### src/rtl/mem_access_ctrl.sv
// Memory-stage request initiator: decodes icode, issues one req/ack access, returns valM.
// Define ALIGN_CHECK_EN to reject memory ops whose address is not 8-byte aligned.
module mem_access_ctrl #(
  parameter int MEM_DEPTH = 8192,
  parameter int TIMEOUT   = 16,
  parameter int CNT_W     = 5
) (
  input  logic        clk,
  input  logic        rst,
  input  logic        start,
  input  logic [3:0]  icode,
  input  logic [63:0] valA,
  input  logic [63:0] valE,
  input  logic [63:0] valP,
  output logic        mem_req,
  output logic        mem_we,
  output logic [63:0] mem_addr,
  output logic [63:0] mem_wdata,
  input  logic        mem_ack,
  input  logic [63:0] mem_rdata,
  output logic [63:0] valM,
  output logic        busy,
  output logic        done,
  output logic        dmem_error
);

  localparam logic [63:0]      MAX_ADDR  = 64'(MEM_DEPTH - 1);
  localparam logic [CNT_W-1:0] CNT_LIMIT = CNT_W'(TIMEOUT);

  typedef enum logic [1:0] {
    IDLE = 2'd0,
    REQ  = 2'd1,
    DONE = 2'd2
  } state_t;

  state_t           state_reg, state_next;
  logic [CNT_W-1:0] cnt_reg, cnt_next;
  logic             we_reg, we_next;
  logic [63:0]      addr_reg, addr_next;
  logic [63:0]      wdata_reg, wdata_next;
  logic [63:0]      valm_reg, valm_next;
  logic             err_reg, err_next;
  logic             settle_reg, settle_next;

  logic             dec_mem;
  logic             dec_we;
  logic             dec_bad;
  logic [63:0]      dec_addr;
  logic [63:0]      dec_data;

  // Instruction decode: which operand forms the address and which the store data.
  always_comb begin
    dec_mem  = 1'b0;
    dec_we   = 1'b0;
    dec_addr = valE;
    dec_data = valA;
    case (icode)
      4'd4:  begin dec_mem = 1'b1; dec_we = 1'b1; end
      4'd5:  begin dec_mem = 1'b1; end
      4'd8:  begin dec_mem = 1'b1; dec_we = 1'b1; dec_data = valP; end
      4'd9:  begin dec_mem = 1'b1; dec_addr = valA; end
      4'd10: begin dec_mem = 1'b1; dec_we = 1'b1; end
      4'd11: begin dec_mem = 1'b1; dec_addr = valA; end
      default: begin dec_mem = 1'b0; end
    endcase
  end

  always_comb begin
    dec_bad = dec_mem && (dec_addr > MAX_ADDR);
`ifdef ALIGN_CHECK_EN
    if (dec_mem && (dec_addr[2:0] != 3'b000)) begin
      dec_bad = 1'b1;
    end
`else
    dec_bad = dec_bad;
`endif
  end

  always_ff @(posedge clk or posedge rst) begin
    if (rst) begin
      state_reg  <= IDLE;
      cnt_reg    <= '0;
      we_reg     <= 1'b0;
      addr_reg   <= '0;
      wdata_reg  <= '0;
      valm_reg   <= '0;
      err_reg    <= 1'b0;
      settle_reg <= 1'b0;
    end else begin
      state_reg  <= state_next;
      cnt_reg    <= cnt_next;
      we_reg     <= we_next;
      addr_reg   <= addr_next;
      wdata_reg  <= wdata_next;
      valm_reg   <= valm_next;
      err_reg    <= err_next;
      settle_reg <= settle_next;
    end
  end

  // settle_reg gives non-memory and rejected starts the same two-cycle
  // start-to-done latency as an access acked on its first request cycle.
  always_comb begin
    state_next  = state_reg;
    cnt_next    = cnt_reg;
    we_next     = we_reg;
    addr_next   = addr_reg;
    wdata_next  = wdata_reg;
    valm_next   = valm_reg;
    err_next    = err_reg;
    settle_next = settle_reg;
    case (state_reg)
      IDLE: begin
        if (start) begin
          cnt_next = '0;
          err_next = 1'b0;
          if (dec_mem && !dec_bad) begin
            we_next    = dec_we;
            addr_next  = dec_addr;
            wdata_next = dec_data;
            state_next = REQ;
          end else begin
            err_next    = dec_bad;
            settle_next = 1'b1;
            state_next  = DONE;
          end
        end
      end
      REQ: begin
        if (mem_ack) begin
          if (!we_reg) begin
            valm_next = mem_rdata;
          end
          settle_next = 1'b0;
          state_next  = DONE;
        end else begin
          cnt_next = cnt_reg + 1'b1;
          if (cnt_next == CNT_LIMIT) begin
            err_next    = 1'b1;
            settle_next = 1'b0;
            state_next  = DONE;
          end
        end
      end
      DONE: begin
        if (settle_reg) begin
          settle_next = 1'b0;
        end else begin
          state_next = IDLE;
        end
      end
      default: begin
        state_next = IDLE;
      end
    endcase
  end

  assign mem_req    = (state_reg == REQ);
  assign mem_we     = we_reg && (state_reg == REQ);
  assign mem_addr   = addr_reg;
  assign mem_wdata  = wdata_reg;
  assign valM       = valm_reg;
  assign dmem_error = err_reg;
  assign busy       = (state_reg == REQ) || ((state_reg == DONE) && settle_reg);
  assign done       = (state_reg == DONE) && !settle_reg;

endmodule

### config.mk
export PLATFORM = sky130hd
export DESIGN_NAME = mem_access_ctrl
export DESIGN_NICKNAME = d
export VERILOG_FILES = /design/src/rtl/mem_access_ctrl.sv
export SDC_FILE = /design/constraint.sdc
export NUM_CORES = 1
export LEC_CHECK = 0
export CORE_AREA = 4 4 176 178
export DETAILED_ROUTE_END_ITERATION = 16
export DIE_AREA = 0 0 180 182
export GPL_ROUTABILITY_DRIVEN = 0
export HOLD_SLACK_MARGIN = 0.02
export PLACE_DENSITY = 0.69
export SLEW_MARGIN = 20
export SYNTH_ARGS = -nofsm -noshare
export SYNTH_HDL_FRONTEND = slang
export SYNTH_SLANG_ARGS = --single-unit
### constraint.sdc
create_clock -name clk -period 7.77 [get_ports clk]
set_input_delay 0.777 -clock clk [delete_from_list [all_inputs] [get_ports clk]]
set_output_delay 0.777 -clock clk [all_outputs]
set_load 0.03 [all_outputs]
==> flow_results.org <==
** Run status
- The run finished with clean final reports.

** Pwr
- Power density over the cells :: 186 mW/mm2
- Share of total power consumed by net switching :: 0.239
- Overall power :: 0.00270 W
- Cell internal power was estimated by the tool at 0.00205 W.
- Clock power frac :: 0.432
- Leakage power total :: 6.49 nW
- Logic pwr share :: 0.158
- Seq pwr share :: 0.410
- Max IR drop VDD :: 0.153 mV
- Sw power :: 0.000645 W

** Worst setup path
- Maximum fanout along the worst path :: 81
- Delay of the slowest cell on the worst path :: 770 ps
- The cell that appears most often on the critical path is sky130_fd_sc_hd__buf_4.
- The worst setup path is launched from a primary input.
- The critical path is of the primary input to flop type.
- On the critical path the largest part of the delay comes from buffers and inverters.
- Kind of capture point of the worst setup path :: flop
- Critical path data required time :: 8150 ps
- Bufs and invs on worst path :: 3
- Traced cell by cell, the critical path runs through clkdlybuf4s50_1, nor4_1, nand4_1, mux2i_1, o211ai_2, nor4b_4, buf_4, buf_4, mux2_2.
- Highest-delay cell along the critical path :: sky130_fd_sc_hd__buf_4
- Arrival time reported for the critical path endpoint :: 4450 ps

** Timing
- Worst setup skew after layout :: 8.74 ps
- Worst rel slew slack :: 0.340
- Period utilisation layout :: 0.524
- In the final timing run, aggregate negative setup slack is 0 ps.
- The tightest hold path in the finished design has a slack of 483 ps.
- Endpoints failing setup :: 0
- At the pin with the least slew margin, the transition time is 990 ps.
- Setup repair after global routing missed its margin :: no
- Maximum operating frequency :: 246 MHz
- The number of hold violations in the final report was 0.
- Final critical delay including setup and external delays :: 4070 ps
- The number of pins with negative max-slew slack in the final report is 0.

** Routing
- DRC marker count from the first detailed-route iteration :: 203
- Dividing the detail-routed via count by the number of cells gives 4.54.
- Average wire per standard cell :: 19.6 um
- Initial DRT Pass Iterations :: 4
- Wires add up to 29.0 mm.
- For this run, design rule violations remaining after detail routing come to 0.
- Routed vias :: 6703
- The count of nets left with antenna violations once routing finished came out at 0.

** Floorplan
- Total die area :: 0.0328 mm2
- Core Region :: 0.0294 mm2
- The die is 180 um wide.
- The initial utilization of the core area, before any placement, comes to 0.295.
- In this run the count of I/O pins placed on the die edge is 461.
- # rows :: 63
- Vertical extent of the die :: 182 um

** CTS
- H-tree Lvls :: 1
- Clock-pin slew was measured on the worst setup and hold paths at 60 ps.
- Clock tree synthesis found a total of 202 sinks.
- Clock tree synthesis inserted a total of 24 buffers.
- For this design, the CTS-stage hold fixing added 0 buffers.
- Buffer count from post-CTS setup fixing :: 0
- TritonCTS built the clock tree.
- Clock Tree Buf Depth :: 3
- Once the clock tree was built, the resizer swapped 0 gates to a different size.
- The tree is rooted in a sky130_fd_sc_hd__clkbuf_16.
- The later pin in the worst-skew pair is clocked with a latency of 500 ps.

** Global routing
- Wire length of the first global-routing pass :: 44.1 mm
- Global-route usage over all layers :: 0.169
- Initial antenna violation count :: 1
- Most used routing layer :: met2
- Met3 GRT Util :: 0.0541
- The number of global-route vias before repair came to 7478.
- GR met2 Demand/Resource :: 0.297
- Entering global routing, the biggest net connects 128 pins.
- Met1 layer usage reported by global route :: 0.196
- The total overflow left after global routing is 0.

** Yosys
- The share of the Yosys chip area taken by registers is 0.582.
- In this run, distinct cell masters in the synthesized netlist total 40.
- The synthesized design contains 202 register bits.
- The commonest cells after synthesis are sky130_fd_sc_hd__dfrtp_1, sky130_fd_sc_hd__mux2_2, sky130_fd_sc_hd__mux2_1.
- The largest total area in the synthesized netlist belongs to sky130_fd_sc_hd__dfrtp_1.
- Top-area cell type share of the netlist area :: 0.582
- When the netlist entered floorplanning its net count stood at 873.
- After synthesis, the mean cell area works out to 14.4 um2.
- Yosys mapped a number of flops with a built-in enable equal to 0.
- Post-Syn Instances :: 605
- Count of synthesis-stage warnings from yosys :: 0
- Dominant cells by area after synthesis :: sky130_fd_sc_hd__dfrtp_1, sky130_fd_sc_hd__mux2_2, sky130_fd_sc_hd__mux2_1
- The most common cell in the synthesized netlist is sky130_fd_sc_hd__dfrtp_1.
- Syn Std Cell Area :: 0.00868 mm2
- For this run, asynchronously set or reset flops after synthesis account for 1.00.
- Flip-flop cell with the highest count after synthesis :: sky130_fd_sc_hd__dfrtp_1

** Placement
- The placed instances occupy a cell area of 0.0137 mm2.
- In this run the tool buffered the top-level ports with 460 buffer cells.
- Summed over all nets, the half-perimeter wirelength after detailed placement is 22.0 mm.

** Min path
- The min-delay analysis places its worst path in the category flop to flop.

** Cells and area
- Number of nets at the end of the flow :: 1335
- The number of antenna diodes in the final layout is 0.
- Cell area after layout :: 0.0145 mm2
- Counting the fill cells in the layout gives 2584.
- In the final layout, the share of cells above drive strength 1 is 0.197.
- Area growth, synth to finish :: 67.0%

** Run
- Max-cap viol count :: 0
[power by group through the flow]
stage | sequential (W) | combinational (W) | clock (W)
after global placement | 0.00112 | 0.000427 | 0
final | 0.00111 | 0.000426 | 0.00117
after floorplan | 0.00118 | 0.000130 | 0
after global routing | 0.00111 | 0.000456 | 0.00126
after detailed placement | 0.00112 | 0.000430 | 0
after CTS | 0.00111 | 0.000431 | 0.00121
[layer usage]
layer / vias up / wire length [um]
met5: - / 13
met4: 2 / 811
met3: 53 / 2240
met2: 274 / 14700
met1: 3279 / 11200
li1: 3095 / -
[cell type report]
type	instances	area, um2	area share
inverters	4	22.5	0.00155
clock inverters	8	96.3	0.00664
multi-input cells	369	3450	0.238
flip-flops and latches	202	5050	0.348
repair buffers	466	4650	0.321
clock buffers	36	747	0.0515
well taps	390	488	0.0336
[placed cells by master (no fill, tap or decap), drive strengths merged, types with 2 or more instances in the layout]
| cell | netlist | final |
|---|---|---|
| nor3 | 4 | 4 |
| bufinv | 0 | 2 |
| inv | 4 | 4 |
| o21ai | 9 | 9 |
| nand3 | 6 | 6 |
| ha | 4 | 4 |
| nor2 | 5 | 5 |
| a211oi | 2 | 2 |
| nand3b | 2 | 2 |
| nor4 | 24 | 24 |
| nor3b | 2 | 2 |
| nand2 | 7 | 7 |
| dfrtp | 202 | 202 |
| a21o | 2 | 2 |
| nand4 | 5 | 5 |
| nor4b | 2 | 2 |
| nor2b | 56 | 56 |
| clkdlybuf4s50 | 0 | 460 |
| buf | 15 | 6 |
| a21oi | 5 | 5 |
| and2 | 2 | 2 |
| mux2i | 2 | 2 |
| clkbuf | 15 | 36 |
| mux2 | 219 | 219 |
| clkinv | 0 | 5 |
[final timing paths]
check                                end  slack [ps]  cells past startpoint     startpoint
min in group asynchronous       valM[35]         840                      2            rst
max in group asynchronous   mem_addr[53]        5420                      3            rst
min                        mem_wdata[34]         480                      1  mem_wdata[34]
min reg2reg                mem_wdata[34]         480                      1  mem_wdata[34]
max reg2reg                 mem_addr[11]        4920                      7   state_reg[0]
max                         mem_addr[11]        3700                      9       valA[32]
[stage by stage]
stage | util | setup WS [ps] | std cells
floorplan | - | 1480 | 605
global placement | 0.465 | 3200 | 1431
detailed placement | 0.465 | 3170 | 1431
CTS | 0.493 | 3690 | 1475
global route | 0.493 | 3500 | 1475
finish | 0.493 | 3700 | 1475
[cell families (layout without fill, tap and decap cells)]
group / count (synthesis) / count (layout) / synth area share
compound gates: 25 / 25 / 0.0189
fa+ha+maj: 4 / 4 / 0.00576
buf+inv: 34 / 514 / 0.0215
flops: 202 / 202 / 0.582
mux: 221 / 221 / 0.286
simple gates: 119 / 119 / 0.0856
(Power assumes the default switching activity.)
